File: src/rtl/led_band_fc_chain_setter.sv
// FC word writer for daisy-chained LED band drivers: decodes FCWRTEN/WRTFC from LAT/SCLK
// and shifts a snapshot of each band's FC word onto its SOUT line, once per chained driver.
module led_band_fc_chain_setter #(
    parameter int unsigned N_BANDS       = 4,
    parameter int unsigned N_CHAIN       = 2,
    parameter int unsigned FC_W          = 48,
    parameter int unsigned FCWRTEN_EDGES = 15,
    parameter int unsigned WRTFC_EDGES   = 5,
    parameter logic [FC_W-1:0] DEFAULT_FC = 48'h5c0201008048,
    parameter int unsigned ADDR_W        = 2
) (
    input  logic               clk,
    input  logic               rst,
    input  logic               SCLK,
    input  logic               LAT,
    output logic [N_BANDS-1:0] SOUT,
    output logic               en,
    input  logic [ADDR_W-1:0]  hps_fc_addr,
    input  logic [FC_W-1:0]    hps_fc_data,
    input  logic               hps_fc_write,
    input  logic               hps_err_clr,
    output logic               fc_err_short,
    output logic               fc_err_overrun,
    output logic               busy
);
    localparam int unsigned CNT_MAX = ((FCWRTEN_EDGES > WRTFC_EDGES) ? FCWRTEN_EDGES : WRTFC_EDGES) + 1;
    localparam int unsigned CNT_W   = $clog2(CNT_MAX + 1);
    localparam int unsigned BIT_W   = (FC_W > 1) ? $clog2(FC_W) : 1;
    localparam int unsigned CH_W    = (N_CHAIN > 1) ? $clog2(N_CHAIN) : 1;

    typedef enum logic [1:0] {IDLE, SHIFT, WAIT_WRT} state_t;

    state_t            state, state_next;
    logic [FC_W-1:0]   fc     [N_BANDS];
    logic [FC_W-1:0]   shadow [N_BANDS];
    logic [BIT_W-1:0]  bit_idx;
    logic [CH_W-1:0]   chain_idx;
    logic [CNT_W-1:0]  lat_cnt;
    logic              prev_sclk;
    logic              posedge_sclk, shift_edge, fcwrten, wrtfc, last_bit;

    assign posedge_sclk = SCLK & ~prev_sclk;
    assign shift_edge   = posedge_sclk & ~LAT;
    // Counter still holds its pre-clear value on the first LAT-low cycle.
    assign fcwrten      = ~LAT & (lat_cnt == CNT_W'(FCWRTEN_EDGES));
    assign wrtfc        = ~LAT & (lat_cnt == CNT_W'(WRTFC_EDGES));
    assign last_bit     = (bit_idx == '0) & (chain_idx == CH_W'(N_CHAIN - 1));

    always_ff @(posedge clk) begin
        if (rst) begin
            prev_sclk <= 1'b0;
            lat_cnt   <= '0;
        end else begin
            prev_sclk <= SCLK;
            if (!LAT)
                lat_cnt <= '0;
            else if (posedge_sclk && lat_cnt != '1)
                lat_cnt <= lat_cnt + CNT_W'(1);
        end
    end

    always_ff @(posedge clk) begin
        if (rst) begin
            for (int unsigned b = 0; b < N_BANDS; b++)
                fc[b] <= DEFAULT_FC;
        end else if (hps_fc_write) begin
            for (int unsigned b = 0; b < N_BANDS; b++)
                if (hps_fc_addr == ADDR_W'(b))
                    fc[b] <= hps_fc_data;
        end
    end

    always_ff @(posedge clk) begin
        if (rst) begin
            state <= IDLE;
            en    <= 1'b1;
        end else begin
            state <= state_next;
            en    <= (state_next == IDLE);
        end
    end

    always_comb begin
        state_next = state;
        case (state)
            IDLE:     if (fcwrten) state_next = SHIFT;
            SHIFT:    if (wrtfc) state_next = IDLE;
                      else if (shift_edge && last_bit) state_next = WAIT_WRT;
            WAIT_WRT: if (wrtfc) state_next = IDLE;
            default:  state_next = IDLE;
        endcase
    end

    always_comb begin
        busy = (state != IDLE);
        for (int unsigned b = 0; b < N_BANDS; b++)
            SOUT[b] = (state == SHIFT) ? shadow[b][bit_idx] : 1'b0;
    end

    always_ff @(posedge clk) begin
        if (rst) begin
            bit_idx   <= '0;
            chain_idx <= '0;
            for (int unsigned b = 0; b < N_BANDS; b++)
                shadow[b] <= '0;
        end else begin
            if (state == IDLE && fcwrten) begin
                for (int unsigned b = 0; b < N_BANDS; b++)
                    shadow[b] <= fc[b];
                bit_idx   <= BIT_W'(FC_W - 1);
                chain_idx <= '0;
            end else if (state == SHIFT && !wrtfc && shift_edge) begin
                if (bit_idx != '0) begin
                    bit_idx <= bit_idx - BIT_W'(1);
                end else if (chain_idx != CH_W'(N_CHAIN - 1)) begin
                    bit_idx   <= BIT_W'(FC_W - 1);
                    chain_idx <= chain_idx + CH_W'(1);
                end
            end
        end
    end

    // Set wins over a simultaneous clear.
    always_ff @(posedge clk) begin
        if (rst) begin
            fc_err_short   <= 1'b0;
            fc_err_overrun <= 1'b0;
        end else begin
            if (state == SHIFT && wrtfc)
                fc_err_short <= 1'b1;
            else if (hps_err_clr)
                fc_err_short <= 1'b0;
            if (state == WAIT_WRT && shift_edge)
                fc_err_overrun <= 1'b1;
            else if (hps_err_clr)
                fc_err_overrun <= 1'b0;
        end
    end
endmodule

File: config.mk
export PLATFORM = sky130hd
export DESIGN_NAME = led_band_fc_chain_setter
export DESIGN_NICKNAME = d
export VERILOG_FILES = /design/src/rtl/led_band_fc_chain_setter.sv
export SDC_FILE = /design/constraint.sdc
export NUM_CORES = 1
export LEC_CHECK = 0
export ABC_AREA = 1
export BUFFER_PORTS_ARGS = -buffer_cell sky130_fd_sc_hd__buf_2
export CAP_MARGIN = 20
export CORE_MARGIN = 2
export CORE_UTILIZATION = 65
export DETAILED_ROUTE_END_ITERATION = 8
export GPL_ROUTABILITY_DRIVEN = 1
export PLACE_DENSITY = 0.83
export SLEW_MARGIN = 20
export SYNTH_ARGS = -nofsm -noshare
export SYNTH_HDL_FRONTEND = slang
export SYNTH_SLANG_ARGS = --single-unit
File: constraint.sdc
create_clock -name clk -period 16.1 [get_ports clk]
set_input_delay 0 -clock clk [delete_from_list [all_inputs] [get_ports clk]]
set_output_delay 0 -clock clk [all_outputs]
set_load 0.02 [all_outputs]
# Word-level counts from Yosys, hierarchy flattened
# Memory sizes are Yosys's and may differ from the RTL's.
# Index checks and enable logic that the tools add are counted.
# classes
div_mod_pow	0
n_reduce_logical	22
n_addsub	3
n_lt_le_gt_ge	1
bitwise_logic	16
mux	54
n_eq_ne	10
mul	0
shifts	0
# ops
operator	count
48-bit two-way mux	8
1-bit two-way mux	33
1-bit binary-select mux with 6-bit select	4
6-bit two-way mux	4
2-bit two-way mux	4
1-bit bitwise OR	8
2-bit nonzero test	4
1-bit logical AND	7
6-bit by 7-bit < comparator with 1-bit output, second input constant	1
2-bit equality test, second input constant	3
2-bit logical NOT	3
6-bit logical NOT	1
2-bit one-hot mux with 3 select lines	1
2-bit AND reduction	3
6-bit nonzero test	1
6-bit by 1-bit subtractor with 6-bit output, second input constant	1
5-bit by 1-bit adder with 5-bit output, second input constant	1
1-bit AND	5
5-bit by 3-bit equality test with 1-bit output, second input constant	1
5-bit by 4-bit equality test with 1-bit output, second input constant	1
5-bit inequality test, second input constant	1
2-bit by 1-bit equality test with 1-bit output, second input constant	2
2-bit OR reduction	2
3-bit by 1-bit inequality test with 1-bit output, second input constant	1
other kinds (4)	6
# word_totals
latch_bits	0
mem_count	2
inputBits	56
romBits	0
ramBits	384
ff_bits	18
# memory_table
memory	depth	width	rd	rd_ports_with_merged_regs	wr	line	source
fc	4	48	4	0	4	34	logic [FC_W-1:0] fc [N_BANDS];
shadow	4	48	4	0	4	35	logic [FC_W-1:0] shadow [N_BANDS];

# Longest topological paths before layout
# depth
word_depth	8
depth_mapped	15
ltp_nobuf	13

# Worst setup path before layout
# OpenSTA, ideal clock, no wires.
# synth_path
path_kind	reg2reg
start	reg lat_cnt[0]
end	mem shadow[0][0] (enable)
path_stages_with_launch	7
setup_time_ns	0.561
arrival_ns	5.169
required_ns	15.539
n_path_buf	0
slack_ns	10.370
cell_sequence	dfxtp_1 > ha_1 > inv_1 > nor3_1 > ha_1 > nand3_1 > nand2_1
# synth_rtl
item	line	source
start, declared	38	logic [CNT_W-1:0] lat_cnt;
start signal, assigned	58	lat_cnt <= lat_cnt + CNT_W'(1);
end, declared	35	

==> results by group <==
Floorplan
  – Die Y: 169 um
  – Starting Density: 0.660
  – Total core area: 26900 um^2
  – Die X: 169 um
  – Die area: 28600 um^2
  – FP Rows: 60
  – Number of I/O pins: 64

Worst setup path
  – Worst setup SP type: flip-flop
  – CP Max Fanout: 79
  – Critical Path Source: lat_cnt[0]$_SDFFE_PP0P_
  – Launch point of the worst reg-to-reg path: lat_cnt[0]$_SDFFE_PP0P_
  – Worst EP arrival: 4.17 ns
  – Reg-to-reg endpoint: shadow[2][17]$_SDFFCE_PN0P_
  – CP endpoint: shadow[2][17]$_SDFFCE_PN0P_
  – Critical path type: reg2reg
  – Worst-case reg-to-reg path depth: 8
  – Critical Path RT: 16.26 ns
  – R2r setup slk: 12.09 ns
  – Crit end category: flip-flop

Clocking
  – Root buffer cell: clkbuf_16
  – TritonCTS Sinks: 402
  – Clock Tree Buf Depth: 3
  – Clock slew at reported path FFs: 0.06 ns
  – H-tree depth: 2
  – Insertion delay to the later sink of the worst-skew pair: 0.53 ns
  – Total CTS buffers: 40
  – CTS tree: yes

Yosys
  – Synth Flop Type: edfxtp_1
  – Syn nets: 1889
  – Synth Area per Inst: 9.71 um^2
  – Yosys top cell by area: edfxtp_1
  – Ys async rst share: 0
  – Number of synthesis warnings: 0
  – Seq/Total Area, Yosys: 0.670
  – Syn Inst Count: 1827
  – Share of the synthesized area in the top cell type: 0.650
  – Post-synth EDFFs: 384
  – Synth unique cells: 31
  – Most frequent cells after synthesis: inv_1 (422), edfxtp_1 (384), nor2_1 (375)
  – Area contributors post-synth: edfxtp_1 (65%), inv_1 (8.9%), nor2_1 (7.9%)
  – Register bit total from synthesis: 402
  – Post-Syn Area: 17700 um^2
  – Cell with the most instances after synthesis: inv_1

STA
  – Final count of hold timing violations: 0
  – Final slew viol count: 0
  – Final worst path period share: 0.249
  – Setup Skew: 0.0140 ns
  – RSZ-0062 raised after global routing: false
  – Slew of the pin with the lowest slew margin: 1.09 ns
  – Worst rel slew slack: 0.271
  – TNS Setup: 0 ns
  – Final setup fails: 0
  – Period minus WS final: 4.01 ns
  – Peak Freq: 0.249 GHz

Routing
  – Routed Antenna Nets: 0
  – Drt total wl: 37.6 mm
  – DR DRC count: 0
  – Routed len/inst: 16.4 um
  – Routed vias/inst: 5.27
  – TritonRoute pass-1 iters: 5
  – Starting DRT DRC Count: 1247
  – DR vias: 12100

Global routing
  – Largest net degree at the start of global routing: 195
  – Initial antenna violation count: 0
  – Number of global-route vias before repair: 11900
  – Grt ovf: 0
  – Global-route wire length before repair: 59.7 mm
  – Total track usage: 0.270

Finish
  – Layout area overhead: 12.4%
  – Fin nets: 1983
  – ANT cells: 0
  – Layout cell share with drive strength beyond 1: 0.0796

Placement
  – DP HPWL: 20.1 mm
  – Buffers added on ports: 63
  – GPL Wtd Cong: 0.826

Power and ir drop
  – Power per cell area: 111 nW/um^2
  – Peak supply drop: 0.0677 mV
  – Post-layout power: 2.22 mW
  – Leak: 9.18 nW

Min path
  – Hold Crit Class: in2reg

Outcome
  – Status: complete, no violations

Run
  – Max Cap Viol: 0
[cell usage in the layout, fill, tap and decap left out, types with 11 or more instances in the layout]
master / n
inv_1: 422
edfxtp_1: 384
nor2_1: 375
nand2_1: 364
nand3_1: 118
buf_2: 63
dlygate4sd3_1: 54
clkbuf_16: 41
dfxtp_1: 16
clkinv_1: 12
buf_4: 11
[through the flow]
step	instance area, um^2	utilization	hold WS [ns]	setup slack [ns]	instances
detailed placement	18100	0.675	0.266	12.11	2166
finish	19900	0.742	0.0518	12.09	2289
global placement	18100	0.675	0.242	12.29	2166
floorplan	17700	-	0.145	10.37	1827
CTS	19900	0.742	0.0336	12.09	2289
global route	19900	0.742	0.0799	11.76	2289
[final cells by class]
cell class | count | area (um^2)
inverters | 430 | 1620
fillers | 1723 | 6930
clock buffers | 46 | 1040
multi-input cells | 918 | 3790
repair buffers | 129 | 958
clock inverters | 23 | 218
flip-flops and latches | 402 | 11900
well taps | 341 | 427
[kinds of logic (layout without fill, tap and decap cells)]
family	count (synthesis)	in the layout	share of synthesized area
adders and majority gates	6	6	0.00423
xor gates and xnor gates	3	3	0.00148
buffers and inverters	507	628	0.117
DFF	402	402	0.670
AOI/OAI and AO/OA	25	25	0.00769
and+or+nand+nor	884	884	0.199
[where the power goes]
| part | switching (mW) | internal, mW | leakage [nW] | total, mW |
|---|---|---|---|---|
| clock | 0.376 | 0.529 | 0.621 | 0.905 |
| sequential | 0.0151 | 1.20 | 4.02 | 1.21 |
| combinational | 0.0696 | 0.0295 | 4.55 | 0.0991 |
| total | 0.461 | 1.76 | 9.18 | 2.22 |
[worst min-delay path by stage]
stage | cells past startpoint | to | slack (ns) | from
CTS | 4 | fc[2][15]$_SDFFCE_PN1P_ | 0.03 | hps_fc_addr[1]
global route | 6 | fc[3][24]$_SDFFCE_PN1P_ | 0.08 | hps_fc_addr[1]
finish | 5 | fc[0][15]$_SDFFCE_PN1P_ | 0.05 | hps_fc_addr[0]
detailed placement | 3 | prev_sclk$_SDFF_PP0_ | 0.27 | SCLK
global placement | 3 | prev_sclk$_SDFF_PP0_ | 0.24 | SCLK
floorplan | 2 | prev_sclk$_SDFF_PP0_ | 0.14 | SCLK
[sequential cells by signal (all words and copies together), names as in the netlist]
signal / count
fc_err_short: 1
en: 1
prev_sclk: 1
bit_idx: 6
chain_idx: 1
fc: 192
shadow: 192
lat_cnt: 5
fc_err_overrun: 1
state: 2
[worst max-delay path: stages, from the launching register on]
cell     delay (ns)
dfxtp_1        0.40
ha_1           0.21
inv_1          0.07
nor3_1         0.21
ha_1           0.22
nand3_1        0.24
nand2_4        0.52
buf_4          0.86
buf_4          0.86
[timing repair]
item | 4_1_cts | 5_1_grt
buffers inserted | 0 | 0
hold buffers | 54 | 0
endpoints found under the hold margin | 204 | 0
gates resized for setup | 0 | 0
[metal layers]
| metal | vias to the layer above | part of all wire | global-route usage |
|---|---|---|---|
| li1 | 5761 | - | - |
| met1 | 5676 | 0.39 | 0.357 |
| met2 | 550 | 0.50 | 0.458 |
| met3 | 82 | 0.088 | 0.0427 |
| met4 | 0 | 0.024 | 0.0974 |
| met5 | - | 0 | 0 |
Note: power is estimated with default switching activity, not from simulation.
